--- src/rtl/ifetch_pf_pkg.sv ---
// +--------------------------------------------------------------------+
// | ifetch_pf_pkg                                                        |
// | Default widths and reset PC for the prefetching fetch stage.         |
// | Rev 1.0                                                              |
// +--------------------------------------------------------------------+
`default_nettype none

package ifetch_pf_pkg;

   localparam int DEF_ADDR_W   = 12;
   localparam int DEF_INST_W   = 8;
   localparam int DEF_RESET_PC = 0;

   // Width of one queue entry: {pc, inst}
   function automatic int entry_w(input int addr_w, input int inst_w);
      return addr_w + inst_w;
   endfunction

endpackage

`default_nettype wire

--- src/rtl/ifetch_pf_fifo.sv ---
// +--------------------------------------------------------------------+
// | ifetch_pf_fifo                                                       |
// | Synchronous circular-buffer FIFO with flush, full/empty and count.   |
// | Rev 1.0                                                              |
// +--------------------------------------------------------------------+
`default_nettype none

module ifetch_pf_fifo #(
   parameter int WIDTH = 20,
   parameter int DEPTH = 4
) (
   input  logic                       clk,
   input  logic                       reset,
   input  logic                       flush,
   input  logic                       push,
   input  logic                       pop,
   input  logic [WIDTH-1:0]           din,
   output logic [WIDTH-1:0]           dout,
   output logic                       full,
   output logic                       empty,
   output logic [$clog2(DEPTH):0]     count
);

   localparam int PW = $clog2(DEPTH);
   localparam int CW = PW + 1;

   logic [WIDTH-1:0] mem [DEPTH];
   logic [PW-1:0]    wr_ptr;
   logic [PW-1:0]    rd_ptr;
   logic             do_push;
   logic             do_pop;

   assign full    = (count == CW'(DEPTH));
   assign empty   = (count == '0);
   assign do_pop  = pop && !empty;
   assign do_push = push && (!full || do_pop);
   assign dout    = mem[rd_ptr];

   always_ff @(posedge clk) begin
      if (reset || flush) begin
         wr_ptr <= '0;
         rd_ptr <= '0;
         count  <= '0;
      end else begin
         if (do_push)
            wr_ptr <= wr_ptr + PW'(1);
         if (do_pop)
            rd_ptr <= rd_ptr + PW'(1);
         count <= count + CW'(do_push) - CW'(do_pop);
      end
   end

   // Storage needs no reset; validity is tracked by count alone
   always_ff @(posedge clk) begin
      if (do_push && !flush && !reset)
         mem[wr_ptr] <= din;
   end

endmodule

`default_nettype wire

--- src/rtl/ifetch_pf.sv ---
// +--------------------------------------------------------------------+
// | ifetch_pf                                                            |
// | Prefetching instruction fetch with credit-limited requests,          |
// | PC-tagged queue and redirect flush of in-flight responses.           |
// | Rev 1.0                                                              |
// +--------------------------------------------------------------------+
`default_nettype none

module ifetch_pf
   import ifetch_pf_pkg::*;
#(
   parameter int ADDR_W   = DEF_ADDR_W,
   parameter int INST_W   = DEF_INST_W,
   parameter int DEPTH    = 4,
   parameter int RESET_PC = DEF_RESET_PC
) (
   input  logic              clk,
   input  logic              reset,
   input  logic              redirect,
   input  logic [ADDR_W-1:0] redirect_addr,
   output logic              imem_req,
   output logic [ADDR_W-1:0] imem_addr,
   input  logic              imem_gnt,
   input  logic              imem_rvalid,
   input  logic [INST_W-1:0] imem_rdata,
   output logic              inst_valid,
   input  logic              inst_ready,
   output logic [INST_W-1:0] inst_o,
   output logic [ADDR_W-1:0] inst_pc,
   output logic [ADDR_W-1:0] next_pc
);

   localparam int CW = $clog2(DEPTH) + 1;
   localparam int EW = entry_w(ADDR_W, INST_W);

   logic [ADDR_W-1:0] fetch_pc;
   logic [ADDR_W-1:0] resp_pc;
   logic [CW-1:0]     inflight;
   logic [CW-1:0]     discard;
   logic [CW-1:0]     count;
   logic [CW:0]       credit_used;
   logic [CW-1:0]     rv_dec;
   logic              accept;
   logic              dropping;
   logic              push;
   logic              pop;
   logic              full;
   logic              empty;
   logic [EW-1:0]     head;

   // Responses still owed to the queue are in-flight minus those to be dropped
   assign credit_used = {1'b0, count} + {1'b0, inflight - discard};
   assign imem_req    = !reset && !redirect && (credit_used < (CW+1)'(DEPTH));
   assign imem_addr   = fetch_pc;
   assign accept      = imem_req && imem_gnt;
   assign dropping    = (discard != '0);
   assign rv_dec      = CW'(imem_rvalid);
   assign push        = imem_rvalid && !redirect && !dropping && !full;
   assign pop         = inst_valid && inst_ready && !redirect;

   always_ff @(posedge clk) begin
      if (reset) begin
         fetch_pc <= ADDR_W'(RESET_PC);
         resp_pc  <= ADDR_W'(RESET_PC);
         inflight <= '0;
         discard  <= '0;
      end else if (redirect) begin
         fetch_pc <= redirect_addr;
         resp_pc  <= redirect_addr;
         inflight <= inflight - rv_dec;
         discard  <= inflight - rv_dec;
      end else begin
         if (accept)
            fetch_pc <= fetch_pc + ADDR_W'(1);
         inflight <= inflight + CW'(accept) - rv_dec;
         if (imem_rvalid && dropping)
            discard <= discard - CW'(1);
         if (push)
            resp_pc <= resp_pc + ADDR_W'(1);
      end
   end

   ifetch_pf_fifo #(
      .WIDTH (EW),
      .DEPTH (DEPTH)
   ) u_fifo (
      .clk   (clk),
      .reset (reset),
      .flush (redirect),
      .push  (push),
      .pop   (pop),
      .din   ({resp_pc, imem_rdata}),
      .dout  (head),
      .full  (full),
      .empty (empty),
      .count (count)
   );

   assign inst_valid = !empty;
   assign inst_pc    = head[EW-1:INST_W];
   assign inst_o     = head[INST_W-1:0];
   assign next_pc    = inst_pc + ADDR_W'(1);

endmodule

`default_nettype wire
--- config.mk ---
export PLATFORM = sky130hd
export DESIGN_NAME = ifetch_pf
export DESIGN_NICKNAME = d
export VERILOG_FILES = /design/src/rtl/ifetch_pf_pkg.sv /design/src/rtl/ifetch_pf_fifo.sv /design/src/rtl/ifetch_pf.sv
export SDC_FILE = /design/constraint.sdc
export NUM_CORES = 1
export LEC_CHECK = 0
export BUFFER_PORTS_ARGS = -buffer_cell sky130_fd_sc_hd__buf_2
export CAP_MARGIN = 20
export CORE_MARGIN = 4
export CORE_UTILIZATION = 41
export CTS_CLUSTER_SIZE = 40
export DETAILED_ROUTE_END_ITERATION = 8
export GPL_TIMING_DRIVEN = 0
export PLACE_DENSITY_LB_ADDON = 0.05
export REMOVE_ABC_BUFFERS = 1
export SYNTH_ARGS = -nofsm -noshare
export SYNTH_HDL_FRONTEND = slang
export SYNTH_SLANG_ARGS = --single-unit
--- constraint.sdc ---
create_clock -name clk -period 6.4 [get_ports clk]
set_input_delay 0.96 -clock clk [delete_from_list [all_inputs] [get_ports clk]]
set_output_delay 0.96 -clock clk [all_outputs]
set_load 0.02 [all_outputs]
# Yosys cells after proc, flatten, opt, wreduce, memory -nomap -nowiden

Memories as Yosys holds them, arrays and structs flattened. A register that Yosys moved wholly into a read port is not among the register bits.
Index checks and enable logic that the tools add are counted.

Bits in registers: 37
Memory bits (writable): 80
Input port bits: 26
Output and inout port bits: 46
Logic and storage cells: 59
Memories kept: 1

Memories:

| name       | depth | width | rd ports | clocked after Yosys merged registers in | write ports | RTL line             | text |
|---|---|---|---|---|---|---|---|
| u_fifo.mem | 4     | 20    | 1        | 1                                       | 1           | ifetch_pf_fifo.sv:27 | `logic [WIDTH-1:0] mem [DEPTH];` |

$add $sub $neg: 13
$lt $le $gt $ge: 1
Eq/ne operators: 1
Muxes and demuxes: 11
Reductions and logical operators: 25

Operator list:

| cell                  | number |
|---|---|
| $mux 12               | 4 |
| $add 12x1->12 const B | 3 |
| $logic_and 1x1->1     | 13 |
| $mux 3                | 3 |
| $sub 3x1->3           | 3 |
| $add 3x1->3           | 2 |
| $reduce_bool 2->1     | 3 |
| $logic_not 1->1       | 5 |
| $add 2x1->2 const B   | 2 |
| $add 3x3->4           | 1 |
| $lt 4x3->1 const B    | 1 |
| $mux 2                | 2 |
| $eq 3x3->1 const B    | 1 |
| $logic_not 3->1       | 1 |
| $reduce_bool 3->1     | 1 |
| $sub 3x1->3 const B   | 1 |
| $sub 3x3->3           | 1 |
| $logic_or 1x1->1      | 2 |
| $mux 1                | 2 |

# Depth between registers and ports, before layout

Gate-level depths: netlist (run 1).

Depth in word-level cells: 11
Depth in mapped cells: 19
Depth with buffers taken out: 17

# Hierarchy

A second synthesis (run 1) with hierarchy kept.

Cell total of the unflattened synthesis: 400
Area, all modules: 5,424.0 um2

Modules (own cells, without submodules):

| module         | times used | cells an instance | area each (um2) | sequential area each (um2) |
|---|---|---|---|---|
| ifetch_pf_fifo | 1          | 151               | 3,368.2         | 2,582.5 |
| ifetch_pf      | 1          | 249               | 2,055.7         | 600.6 |

# Least setup slack after synthesis (run 1)

OpenSTA, ideal clock, no wires.

Path kind: flip-flop to flip-flop
Start: register inflight[0]
End: register inflight[2]
Library setup time: 128 ps
Arrival time: 3,957 ps
Data required time: 6,272 ps
Setup slack: 2,316 ps
Stages on the path, launching flop included: 20
Path buffers: 2
Clock period less this slack: 4,084 ps
Cell sequence: dfxtp_1 > inv_1 > ha_1 > inv_1 > fa_1 > xor2_1 > xnor2_1 > ha_1 > or4_4 > or4b_1 > buf_2 > buf_2 > ha_1 > inv_1 > ha_1 > fa_1 > xor2_1 > o21ai_0 > xnor2_1 > nor2_1

Longest elaborated chain between the ends: 8
Elaborated cells on any way between the ends: 9

RTL lines:

| item                   | RTL line        | text |
|---|---|---|
| start, declared        | ifetch_pf.sv:38 | `logic [CW-1:0] inflight;` |
| start signal, assigned | ifetch_pf.sv:70 | `inflight <= inflight - rv_dec;` |
| start signal, assigned | ifetch_pf.sv:75 | `inflight <= inflight + CW'(accept) - rv_dec;` |
| $sub 3x3->3            | ifetch_pf.sv:52 | `assign credit_used = {1'b0, count} + {1'b0, inflight - discard};` |
| $add 3x3->4            | ifetch_pf.sv:52 |  |
| $lt 4x3->1             | ifetch_pf.sv:53 | `assign imem_req = !reset && !redirect && (credit_used < (CW+1)'(DEPTH));` |
| $logic_and 1x1->1      | ifetch_pf.sv:53 |  |
| $logic_and 1x1->1      | ifetch_pf.sv:55 | `assign accept = imem_req && imem_gnt;` |
| $add 3x1->3            | ifetch_pf.sv:75 |  |
| $sub 3x1->3            | ifetch_pf.sv:75 |  |
| $mux 3 (*)             | ifetch_pf.sv:67 | `end else if (redirect) begin` |

Mark *: on every way between the ends. The rest lies on a longest branch, timed or not.
A chain may end at the register's enable or synchronous reset.

# Worst setup path after layout (run 1)

Ends and elaborated chain as after synthesis.

==> results by group, run 1 <==
Floorplan
  • Die width: 121 um
  • Die ar.: 0.0148 mm2
  • Chip Height: 121 um
  • I/O pin cnt: 72
  • Starting density of the core: 0.418
  • Area of the core: 0.0126 mm2
  • FP Rows: 41

Setup path
  • CP startpoint: inflight[0]
  • R2R cell count: 17
  • FF-to-FF Start: inflight[0]
  • Reg-to-reg slack, setup: 1.99 ns
  • Crit. End Element: flop
  • CP Launch Type: flop
  • Critical path class: reg2reg
  • CP Data Required Time: 6.68 ns
  • Worst reg2reg endpoint: inflight[2]
  • Arr. time, crit path: 4.69 ns
  • Worst Path Max Fanout: 16

Global route
  • Total congestion overflow: 0
  • Vias in the first global route: 3,403
  • Largest net degree at the start of global routing: 33
  • Initial antenna violation count: 0
  • Total track usage: 0.153
  • First-pass GRT wire length: 17,100 um

CTS
  • CTS tree: done
  • CTS max path bufs: 2
  • H-tree lvl count: 4
  • Clock latency on the worst-skew pair: 0.41 ns
  • Root buf cell: clkbuf_16
  • Num CTS Buffers: 17
  • CTS sink cnt: 119
  • Worst-path clk slew: 0.06 ns
  • PostCTS Resize Cnt: 0
  • Cts hold-fix bufs: 0
  • # Post-CTS Setup Buffers: 0

Yosys
  • Ys flop type: edfxtp_1
  • Top-area cell type share of the netlist area: 0.455
  • Synth area leaders: edfxtp_1 (46%), dfxtp_1 (15%), mux4_2 (8.5%)
  • Seq/Total Area, Yosys: 0.603
  • Flops & latches, synth: 119
  • Mean Syn Cell Area: 13.0 um2
  • Post-synth EDFFs: 80
  • Post-synth top area cell: edfxtp_1
  • Synth Warn #: 0
  • Mapped cell area: 0.00528 mm2
  • Mapped Cells: 406
  • Number of library cell types mapped by synthesis: 45
  • Fraction of registers with async set/reset: 0

Detailed routing
  • Iteration count of the initial detailed-routing pass: 4
  • DRC Markers: 0
  • Drt initial violations: 151
  • Antenna viol nets, final: 0
  • Via total after detailed routing: 3,416
  • Total Wirelength: 10,500 um
  • Post-DR vias/cell: 5.13
  • Wire per inst: 15.8 um

Power
  • Tot Pwr: 1.92 mW
  • Leakage: 2.31 nW
  • PwrDens: 302 mW/mm2
  • Max VDD drop: 200 uV

Placed design
  • GP Congestion: 0.802
  • Placed cell count: 633
  • Hpwl dp: 6950 um
  • IO Port Bufs: 71
  • DP Area: 0.00578 mm2

Run status
  • Status: completed

Worst hold path
  • Worst Hold Class: reg2reg
  • Hold depth: 2
  • Hold Path Origin: u_fifo.wr_ptr[1]
  • Worst Hold End: u_fifo.wr_ptr[1]

Finish
  • Final Non-Filler Cells: 666
  • Number of fill cells: 1,170
  • Final nets: 528
  • Area growth syn-to-layout: 20.3%
  • Most common cell after layout, fill and taps aside: edfxtp_1
  • Layout cells sized above 1: 0.259
  • Post-layout instance area: 0.00635 mm2
  • Most frequent cells in the layout: edfxtp_1 (80), buf_2 (71), dfxtp_1 (38)
  • Ant diodes: 0

STA
  • RSZ-0062 raised after global routing: false
  • Endpoints failing setup: 0
  • Crit path time final: 4.41 ns
  • Tcrit/Tclk final: 0.689
  • Final hold violations: 0
  • Slew Limit Fails: 0
  • Worst clock skew: 0.00787 ns
  • Setup_tns: 0 ns
  • Slew @ Worst Pin: 1.08 ns
  • Max Freq: 0.227 GHz
  • Slew headroom: 0.280

Flow run
  • Max Cap Violations: 0
[sequential cells by signal, summed over array words and instances (netlist names), named ones only]
| signal | count |
|---|---|
| u_fifo.mem | 80 |
| imem_addr | 12 |
| resp_pc | 12 |
| discard | 3 |
| inflight | 3 |
| u_fifo.count | 3 |
| u_fifo.rd_ptr | 2 |
| u_fifo.wr_ptr | 2 |
[cells in the mapped netlist (2+ instances only)]
cell / number
and4_1: 3
a211oi_1: 4
inv_1: 17
dfxtp_1: 39
buf_1: 2
or2_2: 2
clkbuf_1: 9
nor2b_1: 3
nor2_1: 36
nand4_1: 6
a21oi_1: 18
nand2b_1: 4
a31oi_1: 17
nor3_1: 4
o21ai_0: 16
and2_1: 7
fa_1: 3
xor2_1: 9
buf_2: 4
mux4_2: 20
ha_1: 18
a311o_1: 2
edfxtp_1: 80
nand3_1: 13
clkinv_1: 2
nand2_1: 28
xnor2_1: 17
or3_1: 3
and3_1: 4
[cell type report]
cell class	instances	area [um2]	area share
well taps	172	215	0.0339
repair buffers	72	370	0.0583
clock buffers	17	425	0.0670
flip-flops and latches	119	3180	0.501
clock inverters	15	133	0.0209
multi-input cells	252	1950	0.307
inverters	19	71.3	0.0112
[worst max path at each step]
stage	end	slack [ns]
after floorplan	inflight[2]	2.33
after global placement	inflight[2]	1.94
after detailed placement	inflight[2]	1.93
after CTS	inflight[2]	1.93
after global routing	inflight[2]	1.72
final	inflight[2]	1.99
[routing by layer]
layer  part of all wire  wire, um  track usage
met4              0.016       171       0.0679
met3              0.055       579       0.0466
met2               0.48      5020        0.245
met1               0.45      4740        0.190
met5                  0         0            0
[kinds of logic (layout without fill, tap and decap cells)]
| logic type | count (synthesis) | in the layout | synth area share |
|---|---|---|---|
| simple gates | 121 | 121 | 0.114 |
| flops | 119 | 119 | 0.603 |
| buf+inv | 35 | 123 | 0.0273 |
| compound gates | 63 | 63 | 0.0716 |
| xor+xnor | 26 | 26 | 0.0431 |
| mux | 21 | 21 | 0.0872 |
| fa+ha+maj | 21 | 21 | 0.0540 |
[power by group]
group	total (mW)	switching [mW]	internal (mW)
combinational	0.171	0.101	0.0701
sequential	0.871	0.0260	0.845
clock	0.874	0.342	0.533
[critical path, cell delays in order, from the launching register on]
cell	delay, ns
dfxtp_1	0.31
inv_1	0.08
ha_1	0.15
inv_1	0.04
fa_1	0.37
xor2_1	0.16
xnor2_1	0.18
ha_1	0.26
or4_4	0.42
or4b_1	0.78
ha_1	0.40
inv_1	0.04
ha_1	0.20
fa_1	0.38
xor2_1	0.15
o21ai_0	0.19
xnor2_1	0.14
nor2_1	0.05
[stage by stage]
step                setup WS (ns)   util  hold slack (ns)
global route                 1.72  0.503            0.534
floorplan                    2.33      -            0.469
global placement             1.94  0.458            0.479
CTS                          1.93  0.502            0.505
detailed placement           1.93  0.458            0.497
finish                       1.99  0.503            0.502
Note: power is estimated with default switching activity, not from simulation.
==> run 2, diff against run 1 <==
==> constraint.sdc (replaced) <==
create_clock -name clk -period 4 [get_ports clk]
set_input_delay 0.6 -clock clk [delete_from_list [all_inputs] [get_ports clk]]
set_output_delay 0.6 -clock clk [all_outputs]
set_load 0.02 [all_outputs]
==> run 2 against run 1 <==
Compared with the run above:
- critical endpoint unchanged
- largest power group unchanged
- largest cell class unchanged
- routed wire length grew 0.50%
- die area unchanged
- clock power grew 60%
- critical path type unchanged
- first-iteration DRC count down 5.3%
- worst setup slack worse by 1.8 ns
- register-to-register slack worse by 1.8 ns
- highest routed layer unchanged
==> results by group, run 2 (synthesis gave the netlist of run 1 again) <==
Floorplan
  • FP Rows: 41
  • I/O pin cnt: 72
  • Die ar.: 0.0148 mm2
  • Chip Height: 121 um
  • Starting density of the core: 0.418
  • Die width: 121 um
  • Area of the core: 0.0126 mm2

Finish
  • Post-layout instance area: 0.00638 mm2
  • Area growth syn-to-layout: 20.9%
  • Ant diodes: 0
  • Number of fill cells: 1,170
  • Final Non-Filler Cells: 667
  • Layout cells sized above 1: 0.275
  • Top reg by flops: u_fifo.mem
  • Most common cell after layout, fill and taps aside: edfxtp_1
  • Final core occ: 0.506
  • Final nets: 529
  • Most frequent cells in the layout: edfxtp_1 (80), buf_2 (71), dfxtp_1 (37)
  • Largest register FFs: 80

CTS
  • CTS sink cnt: 119
  • Worst-path clk slew: 0.06 ns
  • Cts hold-fix bufs: 0
  • H-tree lvl count: 4
  • CTS tree: done
  • Root buf cell: clkbuf_16
  • CTS max path bufs: 2
  • Clock latency on the worst-skew pair: 0.41 ns
  • Num CTS Buffers: 17

Run status
  • Status: completed

Power
  • Max VDD drop: 320 uV
  • PwrDens: 482 mW/mm2
  • Tot Pwr: 3.07 mW
  • Leakage: 2.32 nW

STA
  • Slew headroom: 0.278
  • Crit path time final: 3.85 ns
  • Slew Limit Fails: 0
  • Worst hold margin: 0.409 ns
  • Setup_tns: 0 ns
  • Slew @ Worst Pin: 1.08 ns
  • RSZ-0062 raised after global routing: true
  • Setup ws final: 0.152 ns
  • Worst clock skew: 0.00870 ns
  • Final hold violations: 0
  • Tcrit/Tclk final: 0.962
  • Endpoints failing setup: 0
  • Max Freq: 0.260 GHz

Setup path
  • CP Data Required Time: 4.28 ns
  • Worst path max stage delay: 0.52 ns
  • CP top delay family: adder cells
  • Number of cells on the critical path: 16
  • Arr. time, crit path: 4.13 ns
  • CP Launch Type: flop
  • Critical path class: reg2reg
  • Critical path buffer and inverter count: 2
  • R2R cell count: 16
  • Worst path cell trace: ha_1 -> inv_1 -> fa_2 -> xor2_1 -> xnor2_1 -> ha_1 -> or4_4 -> or4b_4 -> ha_4 -> inv_1 -> ha_2 -> fa_2 -> xor2_1 -> o21ai_1 -> xnor2_1 -> nor2_1
  • Slowest-stage cell, CP: or4b_4
  • Reg-to-reg slack, setup: 0.15 ns
  • Worst Path Max Fanout: 3
  • Crit. End Element: flop

Global route
  • Total track usage: 0.153
  • First-pass GRT wire length: 17,200 um
  • Initial antenna violation count: 0
  • Vias in the first global route: 3,414
  • Largest net degree at the start of global routing: 33
  • Total congestion overflow: 0

Worst hold path
  • Hold depth: 1
  • Worst Hold Class: in2reg

Placed design
  • DP Area: 0.00578 mm2
  • GP Congestion: 0.802
  • Placed cell count: 633
  • Worst slack at placement: -0.474 ns
  • IO Port Bufs: 71
  • Hpwl dp: 6950 um

Detailed routing
  • Iteration count of the initial detailed-routing pass: 4
  • Post-DR vias/cell: 5.15
  • Antenna viol nets, final: 0
  • DRC Markers: 0
  • Total Wirelength: 10,600 um
  • Drt initial violations: 143
  • Wire per inst: 15.8 um
  • Via total after detailed routing: 3,433

Flow run
  • Max Cap Violations: 0
==> run 2: worst register-to-register path: stages (launching register included) <==
cell and delay, ns:
dfxtp_1 0.36, ha_1 0.16, inv_1 0.05, fa_2 0.33
xor2_1 0.15, xnor2_1 0.18, ha_1 0.26, or4_4 0.42
or4b_4 0.52, ha_4 0.28, inv_1 0.04, ha_2 0.17
fa_2 0.33, xor2_1 0.14, o21ai_1 0.15, xnor2_1 0.13
nor2_1 0.05
==> run 2: metal layers <==
layer	GRT usage	routed length (um)	part of all wire
met2	0.245	5030	0.48
met3	0.0466	599	0.057
met1	0.191	4760	0.45
met5	0	0	0
met4	0.0679	171	0.016
==> run 2: power by group <==
part	switching (mW)	internal (mW)	leakage, nW
registers	0.0420	1.35	1.05
logic	0.164	0.117	1.00
clock network	0.546	0.852	0.265
==> run 2: cell type report <==
type	count	area, um2	share of cell area
inverter	19	71.3	0.0112
sequential	119	3190	0.499
clock inverter	15	133	0.0208
tap	172	215	0.0337
multi-input combinational	252	1980	0.309
clock buffer	17	425	0.0666
timing repair buffer	73	378	0.0592
==> run 2: final timing paths <==
kind	from	to
worst min register to register	u_fifo.wr_ptr[1]	u_fifo.wr_ptr[1]
worst max register to register	discard[0]	inflight[2]
worst max-delay path	discard[0]	inflight[2]
worst min-delay path	imem_rdata[6]	u_fifo.mem[2][6]
==> run 2: repair_timing <==
item / in CTS / in global routing
endpoints found under the setup margin: 2 / 2
setup buffers: 1 / 0
gates cloned: 0 / 0
pin swaps: 3 / 4
resized for setup: 4 / 4
endpoints found under the hold margin: 0 / 0
==> run 3, diff against run 2 <==
--- a/config.mk
+++ b/config.mk
@@ -5,10 +5,11 @@
 export SDC_FILE = /design/constraint.sdc
 export NUM_CORES = 1
 export LEC_CHECK = 0
+export ABC_AREA = 1
 export BUFFER_PORTS_ARGS = -buffer_cell sky130_fd_sc_hd__buf_2
 export CAP_MARGIN = 20
 export CORE_MARGIN = 4
-export CORE_UTILIZATION = 41
+export CORE_UTILIZATION = 50
 export CTS_CLUSTER_SIZE = 40
 export DETAILED_ROUTE_END_ITERATION = 8
 export GPL_TIMING_DRIVEN = 0
==> run 3 against run 2 <==
Compared with the run above:
- die area is 5.7% lower
- core utilization rose by 10 points
- global-route usage up 5.5 points
- critical path type unchanged
- largest power group unchanged
- highest routed layer unchanged
==> results by group, run 3 <==
Global route
  • Global-route met3 utilization: 0.0538
  • Largest net degree at the start of global routing: 44
  • Met1 usage: 0.262
  • Met2 Track Usage GR: 0.349
  • Total congestion overflow: 0
  • Vias in the first global route: 4,806
  • Initial antenna violation count: 0
  • First-pass GRT wire length: 23,100 um
  • GRT Max-Usage Layer: met2
  • Total track usage: 0.207

Detailed routing
  • Total Wirelength: 13,600 um
  • Antenna viol nets, final: 0
  • Drt initial violations: 306
  • Iteration count of the initial detailed-routing pass: 5
  • Post-DR vias/cell: 5.20
  • Wire per inst: 14.7 um
  • DRC Markers: 0
  • Via total after detailed routing: 4,815

Setup path
  • Worst Path Max Fanout: 14
  • Crit. End Element: flop
  • CP Data Required Time: 4.29 ns
  • Arr. time, crit path: 3.97 ns
  • Critical path class: reg2reg
  • CP startpoint: inflight[0]
  • FF-to-FF Start: inflight[0]
  • CP Launch Type: flop

Yosys
  • Mapped cell area: 0.00605 mm2
  • Post-synth EDFFs: 80
  • Top-count cell post-synth: nand2_1
  • Number of library cell types mapped by synthesis: 38
  • Flops & latches, synth: 119
  • Fraction of registers with async set/reset: 0
  • Commonest cells post-synth: nand2_1 (205), nor2_1 (87), edfxtp_1 (80)
  • Mapped Cells: 701
  • Ys flop type: edfxtp_1
  • Post-synth top area cell: edfxtp_1
  • Top-area cell type share of the netlist area: 0.397
  • Mean Syn Cell Area: 8.62 um2
  • Synth Warn #: 0
  • Seq/Total Area, Yosys: 0.526
  • Synth area leaders: edfxtp_1 (40%), dfxtp_1 (13%), nand2_1 (13%)

STA
  • Final hold violations: 0
  • RSZ-0062 raised after global routing: false
  • Worst hold margin: 0.401 ns
  • Slew headroom: 0.323
  • Slew @ Worst Pin: 1.01 ns
  • Tcrit/Tclk final: 0.922
  • Slew Limit Fails: 0
  • Crit path time final: 3.69 ns
  • Setup_tns: 0 ns
  • Worst clock skew: 0.00656 ns
  • Endpoints failing setup: 0
  • Max Freq: 0.271 GHz

Power
  • P_int: 2.38 mW
  • Clock Power Share: 0.456
  • Max VDD drop: 260 uV
  • Tot Pwr: 3.17 mW
  • P_sw: 0.790 mW
  • Leakage: 3.03 nW
  • Sw Share: 0.249
  • Combinational fraction of design power: 0.102
  • Seq pwr share: 0.442
  • PwrDens: 450 mW/mm2

Finish
  • Area growth syn-to-layout: 16.3%
  • Multi-input logic area: 0.00244 mm2
  • Ant diodes: 0
  • Final nets: 817
  • Most frequent cells in the layout: nand2_1 (205), nor2_1 (83), edfxtp_1 (80)
  • Top reg by flops: u_fifo.mem
  • Most common cell after layout, fill and taps aside: nand2_1
  • Largest register FFs: 80
  • Final core occ: 0.605
  • Layout cells sized above 1: 0.158
  • Number of fill cells: 1,068
  • Register area: 0.00319 mm2
  • Post-layout instance area: 0.00703 mm2

CTS
  • CTS tree: done
  • Root buf cell: clkbuf_16
  • Clock latency on the worst-skew pair: 0.42 ns
  • PostCTS Resize Cnt: 1
  • H-tree lvl count: 4
  • Cts hold-fix bufs: 0
  • Num CTS Buffers: 17
  • CTS max path bufs: 2
  • CTS sink cnt: 119
  • # Post-CTS Setup Buffers: 0
  • Worst-path clk slew: 0.06 ns

Placed design
  • GP Congestion: 0.842
  • Hpwl dp: 9060 um
  • DP Area: 0.00647 mm2
  • IO Port Bufs: 71

Floorplan
  • Chip Height: 118 um
  • Die width: 118 um
  • Area of the core: 0.0116 mm2
  • I/O pin cnt: 72
  • Die ar.: 0.0139 mm2
  • FP Rows: 39
  • Starting density of the core: 0.521

Flow run
  • Max Cap Violations: 0

Run status
  • Status: completed

Worst hold path
  • Worst Hold Class: in2reg
  • Hold Path Origin: imem_rdata[3]
-- run 3: cells by family (layout without fill, tap and decap cells) --
kind of cell	count (synthesis)	after routing	share of synthesized area
simple gates	368	368	0.252
flops	119	119	0.526
compound gates	91	91	0.0832
buf+inv	88	170	0.0710
fa+ha+maj	21	21	0.0472
xor+xnor	14	14	0.0203
-- run 3: stage by stage --
step / setup slack [ns] / cells
finish: 0.312 / 926
global route: 0.0507 / 926
CTS: 0.315 / 926
detailed placement: 0.268 / 894
global placement: 0.133 / 890
floorplan: 0.550 / 676
-- run 3: power groups by stage --
stage | sequential, mW | combinational, mW | clock (mW)
finish | 1.40 | 0.322 | 1.45
global route | 1.41 | 0.370 | 1.53
CTS | 1.40 | 0.325 | 1.47
detailed placement | 1.42 | 0.323 | 0
global placement | 1.42 | 0.310 | 0
floorplan | 1.42 | 0.213 | 0
-- run 3: path summary, 6_finish.rpt --
kind              slack (ns)               end  depth (start not counted)
setup / recovery        0.31       inflight[2]                         19
hold / removal          0.40  u_fifo.mem[0][3]                          1
setup reg to reg        0.31       inflight[2]                         19
hold reg to reg         0.46              flop                          2
-- run 3: final cells by class --
class                      count  area share
multi-input combinational    494       0.348
clock inverter                14      0.0192
tap                          143      0.0254
inverter                      63      0.0347
timing repair buffer          75      0.0591
sequential                   119       0.453
clock buffer                  18      0.0610
-- run 3: critical path: stages (launching register included) --
cell     delay (ns)
dfxtp_1        0.31
inv_1          0.08
ha_1           0.14
inv_1          0.05
fa_1           0.37
xnor2_1        0.18
xor2_1         0.17
ha_1           0.24
inv_1          0.09
nand2_4        0.06
nor2_4         0.20
nand2_4        0.16
ha_1           0.31
inv_1          0.04
ha_1           0.18
fa_1           0.40
xnor2_1        0.15
or2_2          0.27
nand3_1        0.07
a21oi_1        0.08
-- run 3: metal layers --
layer | vias up | part of all wire
met1 | 2210 | 0.45
li1 | 2454 | -
met3 | 23 | 0.054
met5 | - | 0
met2 | 128 | 0.48
met4 | 0 | 0.014
